**config.mk**
```make
export PLATFORM = sky130hd
export DESIGN_NAME = score_tracker
export DESIGN_NICKNAME = d
export VERILOG_FILES = /design/src/rtl/score_tracker.sv
export SDC_FILE = /design/constraint.sdc
export NUM_CORES = 1
export LEC_CHECK = 0
export BUFFER_PORTS_ARGS = -buffer_cell sky130_fd_sc_hd__buf_2
export CORE_ASPECT_RATIO = 0.5
export CORE_MARGIN = 4
export CORE_UTILIZATION = 25
export DETAILED_ROUTE_END_ITERATION = 8
export PLACE_DENSITY = 0.49
export SLEW_MARGIN = 20
export SYNTH_ARGS = -nofsm -noshare
export SYNTH_HDL_FRONTEND = slang
export SYNTH_SLANG_ARGS = --single-unit
```
**constraint.sdc**
```tcl
create_clock -name clk -period 1.8 [get_ports clk]
set_input_delay 0.36 -clock clk [delete_from_list [all_inputs] [get_ports clk]]
set_output_delay 0.36 -clock clk [all_outputs]
set_load 0.03 [all_outputs]
```
**src/rtl/score_tracker.sv**
```systemverilog
// score_tracker: per-player Gomoku match score keeper.
// Counts rising edges of win_p1/win_p2 as games won, keeps two-digit packed-BCD
// scores for the 7-segment driver, and latches the match result when a player
// reaches MATCH_WINS. Optional undo support is compiled in with SCORE_UNDO_EN.
//
// Handshake: there is no valid/ready pairing. win_p1, win_p2 (and undo) are
// levels whose rising edge is one event. new_match is a level that is honoured
// on every edge it is high. All outputs are registered or decoded from registers.
module score_tracker #(
  parameter logic [7:0] MATCH_WINS = 8'h05
) (
  input  logic       clk,
  input  logic       rst_n,
  input  logic       win_p1,
  input  logic       win_p2,
  input  logic       new_match,
`ifdef SCORE_UNDO_EN
  input  logic       undo,
`endif
  output logic [7:0] num_p1,
  output logic [7:0] num_p2,
  output logic       match_over,
  output logic [1:0] match_winner,
  output logic       draw
);

  typedef enum logic {S_PLAY = 1'b0, S_OVER = 1'b1} state_t;

  state_t     state, state_n;
  logic [7:0] p1_n, p2_n;
  logic [7:0] inc_p1, inc_p2;
  logic [1:0] winner_n;
  logic       draw_n;
  logic       win_p1_q, win_p2_q;
  logic       ev_p1, ev_p2;

  // BCD +1, saturating at 99 so a binary value never appears
  function automatic logic [7:0] bcd_inc(input logic [7:0] v);
    if (v == 8'h99)          bcd_inc = v;
    else if (v[3:0] == 4'h9) bcd_inc = {v[7:4] + 4'h1, 4'h0};
    else                     bcd_inc = {v[7:4], v[3:0] + 4'h1};
  endfunction

`ifdef SCORE_UNDO_EN
  logic       undo_q, ev_undo, undo_ok;
  logic [1:0] last_scorer, last_n;

  // BCD -1, floored at 00, borrowing from tens
  function automatic logic [7:0] bcd_dec(input logic [7:0] v);
    if (v == 8'h00)          bcd_dec = v;
    else if (v[3:0] == 4'h0) bcd_dec = {v[7:4] - 4'h1, 4'h9};
    else                     bcd_dec = {v[7:4], v[3:0] - 4'h1};
  endfunction

  assign ev_undo = undo & ~undo_q;
  // win events take priority, so a coincident undo is simply dropped
  assign undo_ok = ev_undo & (last_scorer != 2'b00) & ~ev_p1 & ~ev_p2;
`endif

  assign ev_p1      = win_p1 & ~win_p1_q;
  assign ev_p2      = win_p2 & ~win_p2_q;
  assign inc_p1     = bcd_inc(num_p1);
  assign inc_p2     = bcd_inc(num_p2);
  assign match_over = (state == S_OVER);

  // Edge-detect history; resets high so a level already high at release is not a win
  always_ff @(posedge clk or negedge rst_n) begin
    if (!rst_n) begin
      win_p1_q <= 1'b1;
      win_p2_q <= 1'b1;
`ifdef SCORE_UNDO_EN
      undo_q   <= 1'b1;
`endif
    end else begin
      win_p1_q <= win_p1;
      win_p2_q <= win_p2;
`ifdef SCORE_UNDO_EN
      undo_q   <= undo;
`endif
    end
  end

  // State, score and result registers
  always_ff @(posedge clk or negedge rst_n) begin
    if (!rst_n) begin
      state        <= S_PLAY;
      num_p1       <= 8'h00;
      num_p2       <= 8'h00;
      match_winner <= 2'b00;
      draw         <= 1'b0;
`ifdef SCORE_UNDO_EN
      last_scorer  <= 2'b00;
`endif
    end else begin
      state        <= state_n;
      num_p1       <= p1_n;
      num_p2       <= p2_n;
      match_winner <= winner_n;
      draw         <= draw_n;
`ifdef SCORE_UNDO_EN
      last_scorer  <= last_n;
`endif
    end
  end

  // Next-state and next-score decode; new_match always wins
  always_comb begin
    state_n  = state;
    p1_n     = num_p1;
    p2_n     = num_p2;
    winner_n = match_winner;
    draw_n   = 1'b0;
`ifdef SCORE_UNDO_EN
    last_n   = last_scorer;
`endif
    if (new_match) begin
      state_n  = S_PLAY;
      p1_n     = 8'h00;
      p2_n     = 8'h00;
      winner_n = 2'b00;
`ifdef SCORE_UNDO_EN
      last_n   = 2'b00;
`endif
    end else begin
      case (state)
        S_PLAY: begin
          if (ev_p1 && ev_p2) begin
            draw_n = 1'b1;
`ifdef SCORE_UNDO_EN
            last_n = 2'b00;
`endif
          end else if (ev_p1) begin
            p1_n = inc_p1;
`ifdef SCORE_UNDO_EN
            last_n = 2'b01;
`endif
            if (inc_p1 == MATCH_WINS) begin
              state_n  = S_OVER;
              winner_n = 2'b01;
            end
          end else if (ev_p2) begin
            p2_n = inc_p2;
`ifdef SCORE_UNDO_EN
            last_n = 2'b10;
`endif
            if (inc_p2 == MATCH_WINS) begin
              state_n  = S_OVER;
              winner_n = 2'b10;
            end
          end
        end
        default: begin
          // OVER: result frozen, wins and draws ignored
        end
      endcase
`ifdef SCORE_UNDO_EN
      // Undo reverts the last increment and reopens a finished match
      if (undo_ok) begin
        if (last_scorer == 2'b01) p1_n = bcd_dec(num_p1);
        else                      p2_n = bcd_dec(num_p2);
        last_n   = 2'b00;
        state_n  = S_PLAY;
        winner_n = 2'b00;
      end
`endif
    end
  end

endmodule

```
==> results list <==
- For the worst setup path, the data arrival time is 2.03 ns.
- Including well taps, the total number of placed cells is 266.
- The critical path is of the register to register type.
- Finish-stage setup viols: 2
- Fill count: 522
* H-tree depth: 1
* Root Buffer Master: sky130_fd_sc_hd__clkbuf_8
- Required time at the endpoint of the critical path: 1.96 ns
- The final hold violation count came to 0.
* Remaining number of nets flagged by the antenna check after routing: 0
- In the routed design, unresolved DRC markers number 0.
- Once layout is complete, the utilization of the core stands at 0.370.
- Synthesized flop and latch total: 22
* Cell count after synthesis: 152
- Routability congestion estimate from global placement: 0.758
- Final min period: 1.88 ns
* Vias per cell: 4.65
- Power spread over the standard cell area amounts to 523 nW/um^2.
* RSZ-0062 raised after global routing: yes
- Leaving out fill and tap cells, the most frequent cell in the layout is sky130_fd_sc_hd__buf_4.
- STA classifies the critical path endpoint as a register.
- After the first detailed-routing iteration, the DRC count stood at 32.
- LEAKAGE: 0.881 nW
- In this run the tightest slew margin relative to its limit is 0.602.
- Launching element type of the critical path: register
- The number of pins with negative max-slew slack in the final report came to 0.
* Initial core utilization: 0.266
- Among all flip-flop cells after synthesis, the most frequent one is sky130_fd_sc_hd__dfrtp_1.
- Critical Path Fanout Max: 3
- The first global-routing pass estimated 5.74 mm of wire.
* Via count: 1,259
- Highest attainable clock frequency: 0.533 GHz
* Max Cap Violations: 0
* Post-CTS Hold Buffers: 0
* Clock latency of the later-clocked register in the worst-skew pair: 0.27 ns
- Detailed placement HPWL: 2.59 mm
- 0 antenna diodes ended up in the layout.
* Yosys warnings: 0
- The tightest min-delay check is of the input port to async pin type.
* Non-filler instance count after layout: 271
- Y dimension of the die: 59.9 um
* Antenna violations before repair: 0
* Global routing usage summed across all routing layers: 0.107
* Clk pin slew, worst setup/hold paths: 0.09 ns
* Core Footprint: 5070 sq um
- Number of iterations in the first detailed-routing pass: 4
- Worst slack, placed: -0.129 ns
- Chip width: 112 um
- Buffers inserted during clock tree synthesis total 3.
- During placement, the flow inserted port buffers numbering 24.
- Clk buf depth: 2
- Boundary pin count: 25
* Total negative slack: -0.106 ns
- Slack of the critical path: -0.0764 ns
- Pin count of the biggest net entering global routing: 23
* Number of distinct library cells after synthesis: 36
- Compared with the post-synthesis result, the final layout area differs by 39.1%.
* Number of global-route vias before repair: 1,228
- Of the available clock period, the critical path in the final layout requires 1.04.
* Average wire per cell in the routed design: 12.8 um
- Worst R2R Start: num_p1[5]
- Area of the multi-input gates: 817 sq um
- TritonCTS built the clock tree.
- Clk_skew: 0.00556 ns
- For this run the aggregate overflow at the end of global routing stands at 0.
- Maximum resistive drop on vdd: 0.000247 V
- Result of the run: complete, but fails checks
* Violations in the final reports: setup timing
* Async SR Flop Fraction: 1.00
- In this run the core area contains 18 standard-cell rows.
- The design draws 981 uW.
* Leading cell types in the layout, fill and taps excluded: sky130_fd_sc_hd__buf_4, sky130_fd_sc_hd__buf_2, sky130_fd_sc_hd__nor2_1, sky130_fd_sc_hd__nand2_1, sky130_fd_sc_hd__dfrtp_1
- Post-synth EDFFs: 0
* Total clock sinks: 22
- The floorplan step defined a die boundary enclosing 6700 sq um.
* Slew at the pin with the worst max-slew slack: 0.596 ns
- Of the synthesized area, sequential elements account for 0.410.
- WL final: 3.48 mm
- Total Nets Final: 215
* Share of post-route cells with drive strength above 1: 0.428
- FF+latch area: 562 sq um
- Mean Syn Cell Area: 8.87 sq um
- Origin of the worst setup path: num_p1[5]
* Post-Syn Area: 1350 sq um
* Total nets after synthesis: 165
-- cell families after synthesis --
kind of cell / count (synthesis) / share of synthesized area
xor+xnor: 7 / 0.0455
mux: 3 / 0.0223
simple gates: 68 / 0.259
compound gates: 30 / 0.149
fa+ha+maj: 8 / 0.0743
buf+inv: 14 / 0.0399
flops: 22 / 0.410
-- layout make-up --
type / instances / share of cell area
multi-input combinational: 116 / 0.436
sequential: 22 / 0.300
timing repair buffer: 51 / 0.172
tap: 70 / 0.0467
clock buffer: 4 / 0.0294
inverter: 8 / 0.0160
-- cells in the mapped netlist, types with 3 or more instances --
cell type	number	area, sq um
sky130_fd_sc_hd__a211oi_1	4	30.0
sky130_fd_sc_hd__a21oi_1	12	60.1
sky130_fd_sc_hd__clkbuf_1	5	18.8
sky130_fd_sc_hd__dfrtp_1	20	500
sky130_fd_sc_hd__ha_1	8	100
sky130_fd_sc_hd__inv_1	8	30.0
sky130_fd_sc_hd__mux2i_1	3	30.0
sky130_fd_sc_hd__nand2_1	14	52.6
sky130_fd_sc_hd__nand3_1	8	40.0
sky130_fd_sc_hd__nand3b_1	3	22.5
sky130_fd_sc_hd__nor2_1	18	67.6
sky130_fd_sc_hd__nor3_1	7	35.0
sky130_fd_sc_hd__o21ai_0	4	20.0
sky130_fd_sc_hd__or2_2	4	25.0
sky130_fd_sc_hd__or3_1	3	18.8
sky130_fd_sc_hd__xnor2_1	3	26.3
sky130_fd_sc_hd__xor2_1	4	35.0
-- registers in the layout, indices dropped and copies added, names as in the netlist --
signal,cells
draw,1
match_over,1
win_p1_q,1
match_winner,2
num_p1,8
win_p2_q,1
num_p2,8
-- worst paths after layout --
path	to	slack, ns	cells after the start
max	match_winner[1]	-0.08	5
min	num_p2[3]	0.05	1
max reg2reg	match_winner[1]	-0.08	5
min reg2reg	match_winner[1]	0.58	1
max in group asynchronous	num_p1[7]	1.38	1
min in group clk	win_p1_q	0.20	1
-- what timing repair did --
action                     CTS  global route
setup endpoints to repair    5             7
pin swaps                    3             3
gates resized for setup      4             8
buffers inserted             0             1
-- critical path, stage by stage (launching register included) --
cell                      delay (ns)
sky130_fd_sc_hd__dfrtp_2        0.40
sky130_fd_sc_hd__or4_4          0.54
sky130_fd_sc_hd__nor4b_4        0.25
sky130_fd_sc_hd__nand3_2        0.13
sky130_fd_sc_hd__a32o_1         0.23
sky130_fd_sc_hd__o221a_1        0.21
-- where the power goes --
part           switching (mW)  leakage [nW]  internal [mW]
Combinational          0.0652         0.565         0.0412
Clock                   0.172        0.0288          0.195
Sequential            0.00496         0.288          0.502
-- routing by layer --
metal / track usage / routed length (um) / share of wire
met5: 0 / 0 / 0
met4: 0.0260 / 27 / 0.0078
met3: 0.0273 / 109 / 0.031
met2: 0.192 / 1680 / 0.48
met1: 0.133 / 1660 / 0.48
-- through the flow --
step	instance area (sq um)	hold slack [ns]
3_5_place_dp	1760	0.370
6_report	1870	0.0482
5_1_grt	1870	0.0853
4_1_cts	1840	0.0719
2_1_floorplan	1390	0.0644
3_3_place_gp	1760	0.358
(Power assumes the default switching activity.)
